--- src/rtl/picorv32_mem_sched_if.sv ---
// Native memory bus between the scheduler (master) and the memory system (slave).
interface picorv32_mem_sched_if;
    logic        mem_valid;
    logic        mem_instr;
    logic        mem_ready;
    logic [31:0] mem_addr;
    logic [31:0] mem_wdata;
    logic [3:0]  mem_wstrb;
    logic [31:0] mem_rdata;

    modport master (output mem_valid, mem_instr, mem_addr, mem_wdata, mem_wstrb,
                    input  mem_ready, mem_rdata);
    modport slave  (input  mem_valid, mem_instr, mem_addr, mem_wdata, mem_wstrb,
                    output mem_ready, mem_rdata);
endinterface

--- src/rtl/picorv32_mem_sched.sv ---
// Fetch/load-store arbiter and sequencer for the native memory bus.
// Optional: define PICORV32_MEM_SCHED_SIGNEXT_EN to add req_signed (sign-extended narrow loads).
module picorv32_mem_sched #(
    parameter bit          CATCH_MISALIGN = 1'b1,
    parameter int unsigned TIMEOUT_CYCLES = 0
) (
    input  logic        clk,
    input  logic        resetn,
    input  logic        req_rinst,
    input  logic [31:0] req_inst_addr,
    input  logic        req_rdata,
    input  logic        req_wdata,
    input  logic [31:0] req_data_addr,
    input  logic [1:0]  req_wordsize,
    input  logic [31:0] req_wdata_val,
`ifdef PICORV32_MEM_SCHED_SIGNEXT_EN
    input  logic        req_signed,
`endif
    output logic        done_inst,
    output logic        done_data,
    output logic [31:0] rdata_out,
    output logic        misalign,
    output logic        bus_err,
    picorv32_mem_sched_if.master mem
);
    typedef enum logic [1:0] {IDLE, BUSY, RESP} state_t;

    localparam bit          TO_EN   = (TIMEOUT_CYCLES != 0);
    localparam logic [15:0] TO_LAST = 16'((TIMEOUT_CYCLES == 0) ? 0 : TIMEOUT_CYCLES - 1);

    state_t      state, state_nxt;
    logic        last_data, cur_data, cur_wr, flt_mis, flt_to, signed_q;
    logic [1:0]  cur_sz, cur_lo;
    logic [31:0] addr_q, wdata_q;
    logic [3:0]  wstrb_q;
    logic [15:0] to_cnt;

    logic        grant, gnt_data, gnt_mis, to_hit;
    logic [31:0] gnt_addr;
    logic [1:0]  gnt_sz;

    function automatic logic [3:0] strb_of(input logic [1:0] sz, input logic [1:0] lo);
        if (sz == 2'd0)      return 4'b1111;
        else if (sz == 2'd1) return lo[1] ? 4'b1100 : 4'b0011;
        else                 return 4'b0001 << lo;
    endfunction

    function automatic logic [31:0] rep_of(input logic [1:0] sz, input logic [31:0] wd);
        if (sz == 2'd0)      return wd;
        else if (sz == 2'd1) return {2{wd[15:0]}};
        else                 return {4{wd[7:0]}};
    endfunction

    function automatic logic [31:0] extract(input logic [31:0] d, input logic [1:0] sz,
                                            input logic [1:0] lo, input logic sgn);
        logic [15:0] h;
        logic [7:0]  b;
        h = lo[1] ? d[31:16] : d[15:0];
        b = d[{lo, 3'b000} +: 8];
        if (sz == 2'd0)      return d;
        else if (sz == 2'd1) return {{16{sgn & h[15]}}, h};
        else                 return {{24{sgn & b[7]}}, b};
    endfunction

    always_comb begin
        state_nxt = state;
        grant     = 1'b0;
        gnt_data  = 1'b0;
        gnt_addr  = req_inst_addr;
        gnt_sz    = 2'd0;
        gnt_mis   = 1'b0;
        to_hit    = 1'b0;
        case (state)
            IDLE: if (req_rinst || req_rdata || req_wdata) begin
                grant    = 1'b1;
                // Under contention the class that did not win last time goes first.
                gnt_data = (req_rdata || req_wdata) && (!req_rinst || !last_data);
                if (gnt_data) begin
                    gnt_addr = req_data_addr;
                    gnt_sz   = req_wordsize;
                end
                if (CATCH_MISALIGN)
                    gnt_mis = (gnt_sz == 2'd0) ? (gnt_addr[1:0] != 2'b00) :
                              (gnt_sz == 2'd1) ? gnt_addr[0] : 1'b0;
                state_nxt = gnt_mis ? RESP : BUSY;
            end
            BUSY: begin
                if (mem.mem_ready) begin
                    state_nxt = RESP;
                end else if (TO_EN && to_cnt == TO_LAST) begin
                    to_hit    = 1'b1;
                    state_nxt = RESP;
                end
            end
            RESP:    state_nxt = IDLE;
            default: state_nxt = IDLE;
        endcase
    end

    always_ff @(posedge clk or negedge resetn) begin
        if (!resetn) begin
            state     <= IDLE;
            last_data <= 1'b0;
            cur_data  <= 1'b0;
            cur_wr    <= 1'b0;
            cur_sz    <= 2'd0;
            cur_lo    <= 2'd0;
            addr_q    <= '0;
            wdata_q   <= '0;
            wstrb_q   <= '0;
            flt_mis   <= 1'b0;
            flt_to    <= 1'b0;
            to_cnt    <= '0;
            rdata_out <= '0;
`ifdef PICORV32_MEM_SCHED_SIGNEXT_EN
            signed_q  <= 1'b0;
`endif
        end else begin
            state <= state_nxt;
            if (grant) begin
                last_data <= gnt_data;
                cur_data  <= gnt_data;
                cur_wr    <= gnt_data && req_wdata;
                cur_sz    <= gnt_sz;
                cur_lo    <= gnt_addr[1:0];
                addr_q    <= {gnt_addr[31:2], 2'b00};
                wstrb_q   <= (gnt_data && req_wdata) ? strb_of(gnt_sz, gnt_addr[1:0]) : 4'b0000;
                wdata_q   <= rep_of(gnt_sz, req_wdata_val);
                flt_mis   <= gnt_mis;
                flt_to    <= 1'b0;
                to_cnt    <= '0;
`ifdef PICORV32_MEM_SCHED_SIGNEXT_EN
                signed_q  <= req_signed;
`endif
            end
            if (state == BUSY) begin
                if (mem.mem_ready) begin
                    if (!cur_wr) rdata_out <= extract(mem.mem_rdata, cur_sz, cur_lo, signed_q);
                end else if (to_hit) begin
                    flt_to <= 1'b1;
                end else begin
                    to_cnt <= to_cnt + 16'd1;
                end
            end
        end
    end

`ifndef PICORV32_MEM_SCHED_SIGNEXT_EN
    assign signed_q = 1'b0;
`endif

    assign mem.mem_valid = (state == BUSY);
    assign mem.mem_instr = (state == BUSY) && !cur_data;
    assign mem.mem_addr  = addr_q;
    assign mem.mem_wdata = wdata_q;
    assign mem.mem_wstrb = wstrb_q;

    assign done_inst = (state == RESP) && !flt_mis && !flt_to && !cur_data;
    assign done_data = (state == RESP) && !flt_mis && !flt_to &&  cur_data;
    assign misalign  = (state == RESP) && flt_mis;
    assign bus_err   = (state == RESP) && flt_to;
endmodule

--- src/flat_wrapper.sv ---
// flat-port wrapper written by rule: the top's interface ports become plain ports
module picorv32_mem_sched_flat 
#(
    parameter bit          CATCH_MISALIGN = 1'b1,
    parameter int unsigned TIMEOUT_CYCLES = 0
)
  (clk, resetn, req_rinst, req_inst_addr, req_rdata, req_wdata, req_data_addr, req_wordsize, req_wdata_val, done_inst, done_data, rdata_out, misalign, bus_err, mem_mem_valid, mem_mem_instr, mem_mem_addr, mem_mem_wdata, mem_mem_wstrb, mem_mem_ready, mem_mem_rdata);
  picorv32_mem_sched_if mem_i ();
  input  logic clk;
  input  logic resetn;
  input  logic req_rinst;
  input  logic [31:0] req_inst_addr;
  input  logic req_rdata;
  input  logic req_wdata;
  input  logic [31:0] req_data_addr;
  input  logic [1:0] req_wordsize;
  input  logic [31:0] req_wdata_val;
  output logic done_inst;
  output logic done_data;
  output logic [31:0] rdata_out;
  output logic misalign;
  output logic bus_err;
  output wire logic [$bits(mem_i.mem_valid)-1:0] mem_mem_valid;
  output wire logic [$bits(mem_i.mem_instr)-1:0] mem_mem_instr;
  output wire logic [$bits(mem_i.mem_addr)-1:0] mem_mem_addr;
  output wire logic [$bits(mem_i.mem_wdata)-1:0] mem_mem_wdata;
  output wire logic [$bits(mem_i.mem_wstrb)-1:0] mem_mem_wstrb;
  input wire logic [$bits(mem_i.mem_ready)-1:0] mem_mem_ready;
  input wire logic [$bits(mem_i.mem_rdata)-1:0] mem_mem_rdata;
  assign mem_mem_valid = mem_i.mem_valid;
  assign mem_mem_instr = mem_i.mem_instr;
  assign mem_mem_addr = mem_i.mem_addr;
  assign mem_mem_wdata = mem_i.mem_wdata;
  assign mem_mem_wstrb = mem_i.mem_wstrb;
  assign mem_i.mem_ready = mem_mem_ready;
  assign mem_i.mem_rdata = mem_mem_rdata;
  picorv32_mem_sched #(.CATCH_MISALIGN(CATCH_MISALIGN), .TIMEOUT_CYCLES(TIMEOUT_CYCLES)) u_core (.clk(clk), .resetn(resetn), .req_rinst(req_rinst), .req_inst_addr(req_inst_addr), .req_rdata(req_rdata), .req_wdata(req_wdata), .req_data_addr(req_data_addr), .req_wordsize(req_wordsize), .req_wdata_val(req_wdata_val), .done_inst(done_inst), .done_data(done_data), .rdata_out(rdata_out), .misalign(misalign), .bus_err(bus_err), .mem(mem_i));
endmodule
--- config.mk ---
export PLATFORM = sky130hd
export DESIGN_NAME = picorv32_mem_sched_flat
export DESIGN_NICKNAME = d
export VERILOG_FILES = /design/src/rtl/picorv32_mem_sched_if.sv /design/src/rtl/picorv32_mem_sched.sv /design/src/flat_wrapper.sv
export SDC_FILE = /design/constraint.sdc
export NUM_CORES = 1
export LEC_CHECK = 0
export BUFFER_PORTS_ARGS = -buffer_cell sky130_fd_sc_hd__buf_2
export CORE_MARGIN = 3
export CORE_UTILIZATION = 35
export CTS_CLUSTER_DIAMETER = 100
export CTS_CLUSTER_SIZE = 14
export DETAILED_ROUTE_END_ITERATION = 10
export GPL_TIMING_DRIVEN = 0
export PLACE_DENSITY = 0.6
export SYNTH_ARGS = -nofsm -noshare
export SYNTH_HDL_FRONTEND = slang
export SYNTH_SLANG_ARGS = --single-unit
export TNS_END_PERCENT = 10
--- constraint.sdc ---
create_clock -name clk -period 2.22 [get_ports clk]
set_input_delay 0.111 -clock clk [delete_from_list [all_inputs] [get_ports clk]]
set_output_delay 0.111 -clock clk [all_outputs]
set_load 0.02 [all_outputs]
==> results of run 1 <==
[registers in the layout, indices dropped and copies added, names as in the netlist]
name	flops
u_core.cur_lo	2
u_core.cur_sz	2
u_core.cur_wr	1
u_core.flt_mis	1
u_core.last_data	1
u_core.mem.mem_addr	30
u_core.mem.mem_wdata	32
u_core.mem.mem_wstrb	4
u_core.rdata_out	32
u_core.state	2
[worst max-delay path: cells and delay by family (launching register included)]
family | cells | cell delay, ns
AO/OA/AOI/OAI | 2 | 0.47
buffers and inverters | 2 | 0.45
flip-flops | 1 | 0.46
AND/OR/NAND/NOR | 2 | 0.32
[where the power goes]
part	internal [mW]	leakage [nW]	switching [mW]	total, mW
clock network	0.832	0.143	0.728	1.56
logic	1.77	2.08	3.39	5.16
registers	2.90	1.32	0.575	3.47
[logic make-up (layout without fill, tap and decap cells)]
family,after synthesis,count (layout),synth area share (%)
multiplexers,24,24,4.78
flip-flops,107,107,53.3
buffers and inverters,46,307,4.43
other,1,3,0.0746
AND/OR/NAND/NOR,195,195,15.7
AO/OA/AOI/OAI,169,169,21.7
[synthesized netlist by cell type, types with 8 or more instances]
master / n / share of area, %
a21oi_1: 20 / 2.0
o21ai_1: 36 / 3.6
clkbuf_1: 15 / 1.1
o21ai_0: 41 / 4.1
buf_2: 19 / 1.9
nor2_1: 35 / 2.6
nand2_1: 143 / 11
dfrtp_1: 107 / 53
o22ai_1: 31 / 3.9
o31ai_2: 8 / 2.0
mux2i_1: 24 / 4.8
a221oi_1: 15 / 2.6
[final cells by class]
cell class	count	area, µm²
timing repair buffer	245	1290
inverter	3	11.3
clock inverter	4	35.0
clock buffer	12	256
tap	180	225
multi-input combinational	391	2130
fill	1370	7150
sequential	107	2680
buffer	43	211
[final timing paths]
check	startpoint	endpoint
min in group asynchronous	resetn	u_core.rdata_out[29]
max in group asynchronous	resetn	u_core.mem.mem_addr[10]
setup reg to reg	u_core.state[1]	u_core.mem.mem_wdata[29]
hold reg to reg	u_core.mem.mem_addr[18]	u_core.mem.mem_addr[18]
hold / removal	req_wdata_val[8]	u_core.mem.mem_wdata[8]
setup / recovery	u_core.state[1]	u_core.mem.mem_wdata[29]
[per-layer routing]
layer  share of wire (%)  GRT usage, %  vias to the layer above  routed length (µm)
met2                  46          33.6                      221                7760
li1                    -             -                     2409                   -
met3                 8.0          4.83                       23                1340
met1                  44          27.6                     2345                7270
met5               0.066             0                        -                  11
met4                 1.9          6.69                        2                 321
[cell usage in the layout (no fill, tap or decap), drive strengths merged, types with 2 or more instances in the layout]
cell type / count
o31a: 2
a221oi: 15
dfrtp: 107
inv: 3
a32o: 4
o31ai: 9
conb: 3
o22ai: 31
a21oi: 20
clkinv: 4
o21ai: 77
a21o: 2
o21a: 2
clkbuf: 27
nand2: 143
dlygate4sd3: 7
nor2: 37
mux2i: 24
nor2b: 3
and3b: 2
buf: 266
==> flow_summary_export.csv, run 1 <==
group,metric,value,unit
status,status,"complete, no violations",
run,maxCapViolations,0,
floorplanning,rows,43,
clocking,cts_setup_buffers,0,
clocking,ctsRootBufferMaster,"clkbuf_16",
clocking,clk_pin_slew,0.07,ns
detailed_routing,drc,0,
synth,synth_edf_count,0,
clocking,ctsHoldBuffers,7,
detailed_routing,drt-initial-drc-count,309,
clocking,cts_buffer_depth,2,
floorplanning,die_width,126,µm
placement,place_inst,962,
floorplanning,io_pins,242,
sta,rsz0062_at_grt,"false",
detailed_routing,drt-wirelength-per-cell,17.0,µm
critical_path,cp_slowest_stage_delay,0.46,ns
synth,synthFlopType,"dfrtp_1",
clocking,cts_made_buffers,9,
floorplanning,die_h,126,µm
synth,async_flop_share,100,%
detailed_routing,via_per_inst,5.08,
sta,post-route-period-util,82.0,%
final_layout,syn_to_final_growth,36.0,%
hold_path,holdPathStages,3,
detailed_routing,drt_wl_total,16.7,mm
final_layout,final_core_util,48.9,%
critical_path,cp_data_required_time,2.44,ns
global_route,grt_pass1_wl,26.4,mm
sta,final-hold-violation-count,0,
critical_path,rr_worst_depth,6,
synth,netlist_instances,542,
sta,period_needed,1.82,ns
critical_path,path_class,"reg -> reg",
final_layout,layout-drive-gt1-share,36.1,%
sta,fmax,549,MHz
pwr,power.density,1490,nW/µm²
sta,drv_slew,0,
sta,hold_slack,0.00517,ns
sta,relSlewSlack,52.8,%
final_layout,antennaDiodeCount,0,
final_layout,fin_nets,936,
sta,worst_pin_slew,0.708,ns
sta,fin_setup_tns,0,ns
synth,synth_area,5030,µm²
floorplanning,initial_utilization,35.9,%
global_route,grt_use_total,20.7,%
clocking,insertion_delay,0.35,ns
global_route,antenna_found_initial,1,
placement,routabilityCongestion,0.923,
placement,place_hpwl,12.8,mm
pwr,max-vdd-ir-drop,0.000620,V
pwr,total_power,10.2,mW
placement,dpl_cell_area,6480,µm²
global_route,grt_overflow,0,
critical_path,worst_path_most_repeated_cell,"buf_2",
sta,skew,0.00933,ns
sta,fin_ws,0.400,ns
critical_path,cp_slowest_cell,"dfrtp_1",
sta,setup_viol,0,
final_layout,design_area,6840,µm²
global_route,grt_pass1_vias,4943,
clocking,cts.sinks,107,
synth,yosysUniqueCellTypes,43,
synth,synth_seq_cells,107,
synth,ys.warnings.count,0,
hold_path,min_path_type,"in -> reg",
floorplanning,die-area,15800,µm²
synth,ys_seq_area_share,53.3,%
placement,dp_slack,0.431,ns
detailed_routing,vias,5000,
detailed_routing,postRouteAntennaNets,0,
clocking,cts_tree,"built",
detailed_routing,drt-pass1-iter-count,5,
pwr,p_leak,3.54,nW
clocking,h-tree-depth,3,
global_route,grt_max_degree,72,
critical_path,cp-start-kind,"flop",
clocking,post_cts_resized,0,
critical_path,crit_path_end_kind,"flop",
final_layout,fin_cells,985,
critical_path,ff2ff_setup_slack,0.40,ns
synth,synth_area_per_cell,9.28,µm²
critical_path,crit_chain,"nor2_4 > o31ai_2 > buf_2 > buf_2 > a221oi_1 > nor2_1",
floorplanning,core,14000,µm²
critical_path,cp_max_fo,10,
critical_path,arrival,2.04,ns
placement,portBuffers,237,
No activity file was read; power rests on OpenSTA's default activity.
==> inputs of run 2 (changes only) <==
PLACE_DENSITY = 0.63   (was 0.6)
clock period = 1.55 ns   (was 2.22 ns; I/O delays follow)
==> run 2 against run 1 <==
Net effect: the flow now finishes with violations (negative setup slack); cell count is 5.1% higher; clock power is 42% higher; non-clock buffer count increased by 50; global-route usage up 1.4 points; register-to-register slack worse by 0.42 ns; largest cell class unchanged; largest power group unchanged.
==> flow_summary_export.csv, run 2 (synthesis results as in run 1) <==
group,metric,value,unit
status,status,"finished, violations left",
status,violations,"negative setup slack",
detailed_routing,drt_wl_total,17.5,mm
final_layout,layout_common_cells,"buf_2, nand2_1, dfrtp_1, dlygate4sd3_1, o21ai_0",
final_layout,layout_commonest_cell,"buf_2",
detailed_routing,drc,0,
critical_path,cp_slowest_cell,"dfrtp_2",
sta,post-route-period-util,101,%
critical_path,crit_buf_inv,2,
global_route,grt_use_total,22.1,%
final_layout,multiInputGateArea,2290,µm²
clocking,cts_tree,"built",
placement,dp_slack,-0.180,ns
placement,routabilityCongestion,0.819,
critical_path,cp_max_fo,16,
floorplanning,rows,43,
clocking,cts.sinks,107,
floorplanning,die-area,15800,µm²
clocking,cts_buffer_depth,2,
critical_path,cp-start-kind,"flop",
sta,drv_slew,0,
final_layout,syn_to_final_growth,50.9,%
critical_path,crit_path_end_kind,"flop",
global_route,antenna_found_initial,0,
sta,relSlewSlack,41.8,%
sta,fin_ws,-0.0157,ns
pwr,power.density,2020,nW/µm²
hold_path,holdPathStages,3,
final_layout,antennaDiodeCount,0,
sta,fmax,639,MHz
sta,worst_pin_slew,0.873,ns
clocking,insertion_delay,0.35,ns
clocking,h-tree-depth,3,
final_layout,nFillCells,1333,
critical_path,arrival,1.79,ns
sta,setup_viol,2,
critical_path,path_class,"reg -> reg",
sta,rsz0062_at_grt,"true",
clocking,ctsRootBufferMaster,"clkbuf_16",
global_route,grt_pass1_wl,28.0,mm
global_route,grt_pass1_vias,5375,
critical_path,rr_worst_depth,6,
floorplanning,initial_utilization,35.9,%
placement,portBuffers,237,
critical_path,cp_data_required_time,1.77,ns
critical_path,crit_chain,"nor2_4 > buf_12 > o211ai_4 > buf_4 > mux2i_1 > o21ai_0",
pwr,p_leak,3.83,nW
sta,final-hold-violation-count,0,
detailed_routing,postRouteAntennaNets,0,
pwr,total_power,15.3,mW
clocking,clk_pin_slew,0.08,ns
final_layout,fin_nets,986,
detailed_routing,drt-initial-drc-count,352,
floorplanning,core,14000,µm²
sta,period_needed,1.57,ns
final_layout,register_area,2690,µm²
sta,skew,0.00751,ns
floorplanning,die_h,126,µm
critical_path,cp_slowest_stage_delay,0.47,ns
floorplanning,io_pins,242,
critical_path,critical_path_depth,6,
sta,hold_slack,0.00605,ns
critical_path,critical_path.top_delay_family,"flip-flops",
placement,place_hpwl,12.8,mm
pwr,max-vdd-ir-drop,0.000913,V
global_route,grt_overflow,0,
clocking,cts_made_buffers,9,
detailed_routing,vias,5251,
global_route,grt_max_degree,65,
floorplanning,die_width,126,µm
final_layout,layout-drive-gt1-share,39.2,%
detailed_routing,via_per_inst,5.07,
run,maxCapViolations,0,
detailed_routing,drt-wirelength-per-cell,16.9,µm
detailed_routing,drt-pass1-iter-count,4,
hold_path,min_path_type,"in -> reg",
[run 2: cell count changes in the layout (fill, tap and decap cells not counted), moves of 7 or more]
| cell | previous run | this run |
|---|---|---|
| dfrtp_2 | 0 | 7 |
| buf_2 | 255 | 241 |
| clkbuf_1 | 16 | 8 |
| buf_4 | 6 | 25 |
| dlygate4sd3_1 | 7 | 51 |
| dfrtp_1 | 107 | 100 |
[run 2: path summary, 6_finish.rpt]
| check | from | to | slack, ns |
|---|---|---|---|
| max | u_core.state[0] | u_core.mem.mem_wdata[17] | -0.02 |
| min | req_inst_addr[15] | u_core.mem.mem_addr[15] | 0.006 |
| max reg2reg | u_core.state[0] | u_core.mem.mem_wdata[17] | -0.02 |
| min reg2reg | u_core.mem.mem_wdata[7] | u_core.mem.mem_wdata[7] | 0.47 |
| max in group asynchronous | resetn | u_core.cur_sz[0] | 0.47 |
| min in group asynchronous | resetn | u_core.rdata_out[11] | 0.37 |
[run 2: layer usage]
metal | global-route usage (%) | routed length, µm
met4 | 9.91 | 558
met1 | 28.5 | 7390
met5 | 0 | 0
met2 | 35.4 | 8130
met3 | 5.64 | 1440
[run 2: per-stage QoR]
stage	cells	utilization (%)	setup TNS, ns	instance area, µm²
after global routing	1035	54.2	-0.685	7590
after detailed placement	962	46.3	-10.36	6480
final	1035	54.2	-0.0159	7590
after CTS	1033	52.9	-0.0344	7410
after floorplan	544	-	0	5030
after global placement	961	46.1	-109.71	6450
[run 2: worst min-delay path, stage by stage]
cell and delay [ns]:
buf_2 0.08, o22ai_1 0.05, o21ai_0 0.12
[run 2: report_power, final]
group          leakage, nW  internal (mW)  switching [mW]
Clock                0.130           1.13            1.07
Sequential            1.31           4.17           0.865
Combinational         2.38           3.05            5.06
Total                 3.83           8.35            7.00
[run 2: cell type report]
cell class	instances	area share, %
flip-flops and latches	107	35.4
multi-input cells	391	30.2
repair buffers	298	23.9
plain buffers	40	3.73
clock buffers	10	3.15
well taps	180	2.97
clock inverters	6	0.544
inverters	3	0.148
[run 2: what timing repair did]
action	CTS	global route
endpoints found under the hold margin	113	0
pin swaps	3	8
setup endpoints to repair	97	91
hold buffers	51	0
gates resized for setup	33	44
buffers inserted	5	4
==> inputs of run 3 (changes only) <==
==> constraint.sdc (replaced) <==
create_clock -name clk -period 1.55 [get_ports clk]
set_input_delay 0 -clock clk [delete_from_list [all_inputs] [get_ports clk]]
set_output_delay 0 -clock clk [all_outputs]
set_load 0.02 [all_outputs]
==> run 3 against run 2 <==
Net effect: register-to-register slack gained 0.04 ns; the run now ends clean; cell area is 8.4% higher; combinational power rose by 2.5%; via count grew 7.8%; fmax increased by 2.5%; die area unchanged; core utilization is 4.6 points higher; sequential power about the same; power grew 1.3%; first-iteration DRC count is 3.1% lower.
==> flow_summary_export.csv, run 3 (synthesis results as in run 1) <==
group,metric,value,unit
sta,period_needed,1.53,ns
sta,fmax,655,MHz
global_route,grt_pass1_wl,30.4,mm
clocking,cts_made_buffers,9,
floorplanning,die_h,126,µm
final_layout,antennaDiodeCount,0,
sta,post-route-period-util,98.6,%
placement,portBuffers,237,
floorplanning,die_width,126,µm
sta,rsz0062_at_grt,"true",
sta,skew,0.00600,ns
global_route,antenna_found_initial,0,
run,maxCapViolations,0,
critical_path,path_class,"reg -> reg",
sta,worst_pin_slew,0.877,ns
global_route,grt_pass1_vias,5817,
sta,drv_slew,0,
critical_path,crit_path_end_kind,"flop",
clocking,insertion_delay,0.35,ns
global_route,grt_overflow,0,
detailed_routing,drt-wirelength-per-cell,17.3,µm
clocking,clk_pin_slew,0.07,ns
floorplanning,io_pins,242,
clocking,ctsRootBufferMaster,"clkbuf_16",
final_layout,layout-drive-gt1-share,35.5,%
pwr,p_leak,4.12,nW
placement,dpl_cell_area,6480,µm²
placement,place_hpwl,12.8,mm
detailed_routing,via_per_inst,5.10,
global_route,grt_use_total,24.0,%
floorplanning,die-area,15800,µm²
status,status,"complete, no violations",
final_layout,syn_to_final_growth,63.7,%
sta,fin_ws,0.0222,ns
final_layout,final_core_util,58.8,%
final_layout,layout_common_cells,"buf_2, nand2_1, dlygate4sd3_1, dfrtp_1, o21ai_1",
detailed_routing,drt-initial-drc-count,341,
detailed_routing,postRouteAntennaNets,0,
critical_path,arrival,1.80,ns
critical_path,cp_max_fo,10,
detailed_routing,vias,5661,
sta,setup_viol,0,
detailed_routing,drc,0,
final_layout,design_area,8230,µm²
clocking,cts_buffer_depth,2,
critical_path,cp_data_required_time,1.82,ns
pwr,max-vdd-ir-drop,0.000942,V
detailed_routing,drt_wl_total,19.2,mm
floorplanning,initial_utilization,35.9,%
clocking,cts_tree,"built",
hold_path,min_path_type,"in -> reg",
placement,routabilityCongestion,0.819,
sta,fin_setup_tns,0,ns
floorplanning,core,14000,µm²
critical_path,cp-start-kind,"flop",
sta,relSlewSlack,41.5,%
global_route,grt_max_degree,65,
placement,dp_slack,-0.180,ns
sta,final-hold-violation-count,0,
clocking,h-tree-depth,3,
sta,hold_slack,0.0210,ns
pwr,power.density,1890,nW/µm²
final_layout,fin_nets,1060,
final_layout,nFillCells,1239,
clocking,cts.sinks,107,
detailed_routing,drt-pass1-iter-count,5,
floorplanning,rows,43,
final_layout,layout_commonest_cell,"buf_2",
run 3: cell count changes in the layout (fill, tap and decap cells not counted), sizes merged:
cell and delta:
buf +4, dlygate4sd3 +69, clkbuf +1
run 3: cell type report:
cell class / count / area (µm²) / share of cell area [%]
Clock buffer: 10 / 239 / 2.90
Timing Repair Buffer: 372 / 2550 / 31.0
Tap cell: 180 / 225 / 2.74
Inverter: 3 / 11.3 / 0.137
Sequential cell: 107 / 2690 / 32.6
Buffer: 40 / 253 / 3.07
Clock inverter: 6 / 41.3 / 0.502
Multi-Input combinational cell: 391 / 2230 / 27.0
run 3: what timing repair did:
item                                   CTS  global route
endpoints found under the hold margin  153             0
hold buffers                           120             0
setup buffers                            5             9
gates resized for setup                 27            35
pin swaps                                2             3
setup endpoints to repair               97            89
run 3: worst paths after layout:
kind | from | endpoint | slack, ns | cells past startpoint
max in group asynchronous | resetn | u_core.cur_sz[0] | 0.54 | 3
min reg2reg | u_core.mem.mem_wdata[7] | u_core.mem.mem_wdata[7] | 0.47 | 2
max reg2reg | u_core.last_data | u_core.mem.mem_addr[23] | 0.02 | 6
min | mem_mem_rdata[10] | u_core.rdata_out[10] | 0.02 | 3
min in group asynchronous | resetn | u_core.rdata_out[11] | 0.28 | 2
max | u_core.last_data | u_core.mem.mem_addr[23] | 0.02 | 6
run 3: critical path: stages (launching register included):
cell and delay [ns]:
dfrtp_2 0.46, o2bb2ai_2 0.16, nor3_2 0.27, buf_4 0.18
buf_6 0.14, o22ai_1 0.09, o21ai_1 0.14
run 3: through the flow:
stage	power (mW)	cells
2_1_floorplan	9.70	544
3_3_place_gp	12.3	961
4_1_cts	15.2	1102
5_1_grt	16.6	1109
3_5_place_dp	12.4	962
6_report	15.5	1109
run 3: power breakdown:
part	total [mW]	switching [mW]	internal, mW
Sequential	5.01	0.844	4.17
Clock	2.22	1.09	1.13
Combinational	8.31	5.13	3.18
run 3: metal layers:
metal / wire, µm / vias up / track usage (%)
met4: 820 / 0 / 12.3
met3: 1510 / 56 / 5.94
li1: - / 2668 / -
met1: 7910 / 2650 / 30.5
met2: 8940 / 287 / 38.3
met5: 0 / - / 0
